### config.mk
export PLATFORM = sky130hd
export DESIGN_NAME = uart_tx_param_flat
export DESIGN_NICKNAME = d
export VERILOG_FILES = /design/src/rtl/uart_pkg.sv /design/src/rtl/uart_tx_param_if.sv /design/src/rtl/uart_baud_gen.sv /design/src/rtl/uart_tx_param.sv /design/src/flat_wrapper.sv
export SDC_FILE = /design/constraint.sdc
export NUM_CORES = 1
export LEC_CHECK = 0
export ABC_AREA = 1
export CAP_MARGIN = 20
export CORE_UTILIZATION = 40
export DETAILED_ROUTE_END_ITERATION = 10
export GPL_TIMING_DRIVEN = 0
export PLACE_DENSITY_LB_ADDON = 0.05
export SLEW_MARGIN = 40
export SYNTH_ARGS = -nofsm -noshare
export SYNTH_HDL_FRONTEND = slang
export SYNTH_SLANG_ARGS = --single-unit
### constraint.sdc
create_clock -name clk -period 2 [get_ports clk]
set_clock_uncertainty 0.15 [all_clocks]
set_input_delay 0.2 -clock clk [delete_from_list [all_inputs] [get_ports clk]]
set_output_delay 0.2 -clock clk [all_outputs]
set_load 0.03 [all_outputs]
### src/rtl/uart_pkg.sv
// Shared constants for the parametrised UART transmitter: FSM state encodings,
// parity mode selectors and the parity helper used at word capture.
package uart_pkg;

  localparam logic [2:0] IDLE   = 3'd0;
  localparam logic [2:0] START  = 3'd1;
  localparam logic [2:0] DATA   = 3'd2;
  localparam logic [2:0] PARITY = 3'd3;
  localparam logic [2:0] STOP   = 3'd4;

  localparam int PARITY_NONE = 0;
  localparam int PARITY_EVEN = 1;
  localparam int PARITY_ODD  = 2;

  // Unused upper bits must be zero so they do not disturb the XOR.
  function automatic logic parity_bit(input logic [8:0] data, input int mode);
    logic p;
    p = 1'b0;
    case (mode)
      PARITY_EVEN: p = ^data;
      PARITY_ODD:  p = ~(^data);
      default:     p = 1'b0;
    endcase
    return p;
  endfunction

endpackage

### src/rtl/uart_tx_param_if.sv
// Host-side valid/ready word handshake into the UART transmitter.
// master = host/FIFO side, slave = transmitter side.
interface uart_tx_param_if #(
  parameter int DATA_BITS = 8
);
  logic [DATA_BITS-1:0] tx_data;
  logic                 tx_valid;
  logic                 tx_ready;

  modport master (output tx_data, output tx_valid, input tx_ready);
  modport slave  (input tx_data, input tx_valid, output tx_ready);
endinterface

### src/rtl/uart_baud_gen.sv
// Bit-period divider: counts 0..CLKS_PER_BIT-1 while enabled and pulses tick
// on the last count; clear forces the phase back to zero.
module uart_baud_gen #(
  parameter int CLKS_PER_BIT = 434
) (
  input  logic clk,
  input  logic reset,
  input  logic en,
  input  logic clear,
  output logic tick
);
  localparam int W = $clog2(CLKS_PER_BIT);
  localparam logic [W-1:0] LAST = W'(CLKS_PER_BIT - 1);

  logic [W-1:0] cnt;

  assign tick = en && (cnt == LAST);

  always_ff @(posedge clk or posedge reset) begin
    if (reset) begin
      cnt <= '0;
    end else if (clear || tick) begin
      cnt <= '0;
    end else if (en) begin
      cnt <= cnt + 1'b1;
    end
  end
endmodule

### src/rtl/uart_tx_param.sv
// Parametrised UART transmitter: one word per valid/ready handshake, framed as
// start, DATA_BITS data LSB-first, optional parity and 1 or 2 stop bits.
//
// state  | meaning
// IDLE   | line high, ready for a word; first IDLE cycle after a frame carries done
// START  | start bit (low) for one bit period
// DATA   | data bits from the shift register, LSB first
// PARITY | parity bit captured at accept (only when PARITY_MODE != 0)
// STOP   | STOP_BITS periods of high line
module uart_tx_param
  import uart_pkg::*;
#(
  parameter int DATA_BITS    = 8,
  parameter int PARITY_MODE  = 0,
  parameter int STOP_BITS    = 1,
  parameter int CLKS_PER_BIT = 434
) (
  input  logic              clk,
  input  logic              reset,
  uart_tx_param_if.slave    host,
  output logic              tx,
  output logic              busy,
  output logic              done
);

  if (DATA_BITS < 5 || DATA_BITS > 9) begin : g_bad_data_bits
    $error("uart_tx_param: DATA_BITS must be in 5..9");
  end
  if (PARITY_MODE < 0 || PARITY_MODE > 2) begin : g_bad_parity_mode
    $error("uart_tx_param: PARITY_MODE must be 0, 1 or 2");
  end
  if (STOP_BITS < 1 || STOP_BITS > 2) begin : g_bad_stop_bits
    $error("uart_tx_param: STOP_BITS must be 1 or 2");
  end
  if (CLKS_PER_BIT < 2) begin : g_bad_clks_per_bit
    $error("uart_tx_param: CLKS_PER_BIT must be >= 2");
  end

  localparam logic [3:0] LAST_BIT  = 4'(DATA_BITS - 1);
  localparam logic       LAST_STOP = 1'(STOP_BITS - 1);

  logic [2:0]           state;
  logic [DATA_BITS-1:0] shreg;
  logic [3:0]           bit_cnt;
  logic                 stop_cnt;
  logic                 par_bit;
  logic                 accept;
  logic                 tick;

  assign host.tx_ready = (state == IDLE) && !reset;
  assign accept        = host.tx_valid && host.tx_ready;

  // Cleared on accept so the start bit always lasts a full period.
  uart_baud_gen #(
    .CLKS_PER_BIT(CLKS_PER_BIT)
  ) u_baud_gen (
    .clk  (clk),
    .reset(reset),
    .en   (busy),
    .clear(accept),
    .tick (tick)
  );

  always_ff @(posedge clk or posedge reset) begin
    if (reset) begin
      state    <= IDLE;
      tx       <= 1'b1;
      busy     <= 1'b0;
      done     <= 1'b0;
      shreg    <= '0;
      bit_cnt  <= '0;
      stop_cnt <= 1'b0;
      par_bit  <= 1'b0;
    end else begin
      done <= 1'b0;
      case (state)
        IDLE: begin
          if (accept) begin
            shreg    <= host.tx_data;
            par_bit  <= parity_bit(9'(host.tx_data), PARITY_MODE);
            bit_cnt  <= '0;
            stop_cnt <= 1'b0;
            tx       <= 1'b0;
            busy     <= 1'b1;
            state    <= START;
          end
        end
        START: begin
          if (tick) begin
            tx    <= shreg[0];
            shreg <= shreg >> 1;
            state <= DATA;
          end
        end
        DATA: begin
          if (tick) begin
            if (bit_cnt == LAST_BIT) begin
              if (PARITY_MODE != PARITY_NONE) begin
                tx    <= par_bit;
                state <= PARITY;
              end else begin
                tx    <= 1'b1;
                state <= STOP;
              end
            end else begin
              tx      <= shreg[0];
              shreg   <= shreg >> 1;
              bit_cnt <= bit_cnt + 1'b1;
            end
          end
        end
        PARITY: begin
          if (tick) begin
            tx    <= 1'b1;
            state <= STOP;
          end
        end
        STOP: begin
          if (tick) begin
            if (stop_cnt == LAST_STOP) begin
              state <= IDLE;
              busy  <= 1'b0;
              done  <= 1'b1;
            end else begin
              stop_cnt <= 1'b1;
            end
          end
        end
        default: begin
          state <= IDLE;
          tx    <= 1'b1;
          busy  <= 1'b0;
        end
      endcase
    end
  end

endmodule

### src/flat_wrapper.sv
// flat-port wrapper written by rule: the top's interface ports become plain ports
module uart_tx_param_flat import uart_pkg::*;
#(
  parameter int DATA_BITS    = 8,
  parameter int PARITY_MODE  = 0,
  parameter int STOP_BITS    = 1,
  parameter int CLKS_PER_BIT = 434
)
  (clk, reset, tx, busy, done, host_tx_data, host_tx_valid, host_tx_ready);
  uart_tx_param_if #(.DATA_BITS(DATA_BITS)) host_i ();
  input  logic clk;
  input  logic reset;
  output logic tx;
  output logic busy;
  output logic done;
  input wire logic [$bits(host_i.tx_data)-1:0] host_tx_data;
  input wire logic [$bits(host_i.tx_valid)-1:0] host_tx_valid;
  output wire logic [$bits(host_i.tx_ready)-1:0] host_tx_ready;
  assign host_i.tx_data = host_tx_data;
  assign host_i.tx_valid = host_tx_valid;
  assign host_tx_ready = host_i.tx_ready;
  uart_tx_param #(.DATA_BITS(DATA_BITS), .PARITY_MODE(PARITY_MODE), .STOP_BITS(STOP_BITS), .CLKS_PER_BIT(CLKS_PER_BIT)) u_core (.clk(clk), .reset(reset), .host(host_i), .tx(tx), .busy(busy), .done(done));
endmodule
==> flow_summary.toml <==
[floorplan]
die_h_um = 65.6
fp.coreArea_mm2 = 0.00377
die_area_mm2 = 0.00430
rows = 22
ioPinCount = 15
die_w_um = 65.6
start_util_pct = 42.9

[synth]
synth_edf_count = 0
postSynthCellCount = 195
synth.distinct_cells = 30
yosysWarnings = 0
synthFlopType = "dfrtp_1"
syn_area_mm2 = 0.00162
yosysSeqAreaShare_pct = 41.9
synth_nets = 209
ys_ff_latch = 27
async_flop_share_pct = 100
syn_area_per_cell_um2 = 8.29

[final_layout]
final_common_cell = "nand2_1"
final_cell_mix = "nand2_1, dfrtp_1, nand3_1, nor2_1"
n_antenna_cell = 0
areaGrowthSynthToFinish_pct = 15.3
final_core_util_pct = 49.4
nets = 228
fin_cells = 261
final_cell_area_mm2 = 0.00186
fillers = 349
drive_gt1_share_pct = 18.3

[place]
dp_cells = 257
place_ws_ns = -0.256
port_buffers = 14
dp_hpwl_um = 2350
gp_congestion = 0.856
placedInstanceArea_mm2 = 0.00182

[clock_tree]
numClockSinks = 27
clkLatencyLatePin_ns = 0.28
postCtsSetupBuffers = 0
cts_tree = "yes"
cts_buffer_depth = 2
ctsHtreeMaxLevel = 1
cts_buffers = 3
cts_root_buf = "clkbuf_8"
clk_pin_slew_ns = 0.10

[sta]
max_freq_mhz = 545
setup-tns-final_ns = 0
hold_viol = 0
rsz0062_at_grt = "no"
fin_crit_ns = 1.84
timing.final.ws_setup_ns = 0.165
fin_crit_sh_pct = 91.8
maxSlewViolCount = 0
slew_headroom_pct = 76.3
tightest_slew_ns = 0.356
holdWs_ns = 0.175
setup_viol = 0

[routing]
vias = 1307
via_per_inst = 5.01
wirelength_um = 3180
drtPass1Iterations = 4
ant_nets = 0
drc = 0
wl_per_cell_um = 12.2
drt-initial-drc-count = 82

[power]
p_leak_nw = 0.919
power_mw = 2.44
powerDensity_mw_per_mm2 = 1310
irDropWorstVdd_mv = 0.872

[job]
maxCapViolCount = 0

[critical_path]
endpoint_kind = "output pin"
worstSetupPathType = "flop to output pin"
crit_fanout = 4
worstPathRequired_ns = 1.65
start_kind = "flop"
cp.arrival_ns = 1.49

[global_route]
overflow = 0
antenna_found_initial = 0
grt_first_pass_wirelength_um = 5910
grt_max_degree = 29
grt_pass1_vias = 1344
track_usage_pct = 17.7

[outcome]
status = "finished, final reports clean"

[hold_path]
hp-class = "input port to async pin"
cell families (layout without fill, tap and decap cells):
kind of cell    count (synthesis)  in the layout  share of synthesized area (%)
compound gates                 14             14                           6.35
xor+xnor                        4              4                           2.17
fa+ha+maj                       3              3                           2.32
buf+inv                        21             39                           5.34
flops                          27             27                           41.9
simple gates                  126            126                           42.0
flip-flops by register name (all words and copies together), names as in the netlist:
signal / cells
u_core.bit_cnt: 4
u_core.busy: 1
u_core.done: 1
u_core.shreg: 8
u_core.state: 3
u_core.tx: 1
u_core.u_baud_gen.cnt: 9
worst max-delay path: stages, from the launching register on:
cell	delay [ns]
dfrtp_1	0.46
nor2_4	0.17
nand2_4	0.07
nor2_4	0.11
dlygate4sd2_1	0.41
Yosys cell counts, types with 2 or more instances:
library cell  instances  area, µm²
a21oi_1               5       25.0
dfrtp_1              26        651
ha_1                  3       37.5
inv_1                14       52.6
inv_2                 6       22.5
nand2_1              55        206
nand2_2               3       18.8
nand2_4               7       78.8
nand3_1              19       95.1
nand3_4               2       35.0
nand4_1              12       75.1
nor2_1               16       60.1
nor2_4                6       67.6
o21ai_1               2       10.0
or2_2                 2       12.5
xor2_1                3       26.3
power breakdown:
part	switching (mW)	internal, mW
clock	0.181	0.140
sequential	0.126	0.707
combinational	0.835	0.454
total	1.14	1.30
routing by layer:
| layer | global-route usage (%) | wire [µm] | part of all wire (%) | up-vias |
|---|---|---|---|---|
| met5 | 0 | 0 | 0 | - |
| met4 | 4.62 | 24 | 0.75 | 0 |
| met3 | 3.82 | 66 | 2.1 | 2 |
| met2 | 30.8 | 1540 | 48 | 13 |
| met1 | 21.9 | 1550 | 49 | 620 |
| li1 | - | - | - | 672 |
what timing repair did:
item / CTS / global route
hold buffers: 0 / 0
gates resized for setup: 1 / 2
setup endpoints to repair: 1 / 8
pin swaps: 0 / 0
area by class of cell:
type / instances / area, µm² / area share [%]
plain buffers: 1 / 11.3 / 0.604
clock buffers: 3 / 41.3 / 2.21
clock inverters: 1 / 5.00 / 0.268
inverters: 20 / 77.6 / 4.16
multi-input cells: 147 / 853 / 45.8
flip-flops and latches: 27 / 677 / 36.3
well taps: 48 / 60.1 / 3.22
repair buffers: 14 / 139 / 7.45
path summary, 6_finish.rpt:
check                                    end  slack [ns]                startpoint  cells past startpoint
min in group clk             u_core.shreg[6]        0.33           u_core.shreg[6]                      2
min                        u_core.bit_cnt[0]        0.18                     reset                      2
min reg2reg                  u_core.shreg[6]        0.33           u_core.shreg[6]                      2
max                            host_tx_ready        0.16           u_core.state[0]                      4
max in group asynchronous          u_core.tx        1.22                     reset                      2
max reg2reg                  u_core.shreg[3]        0.28  u_core.u_baud_gen.cnt[1]                      9
Power figures use the tool's default switching activity.
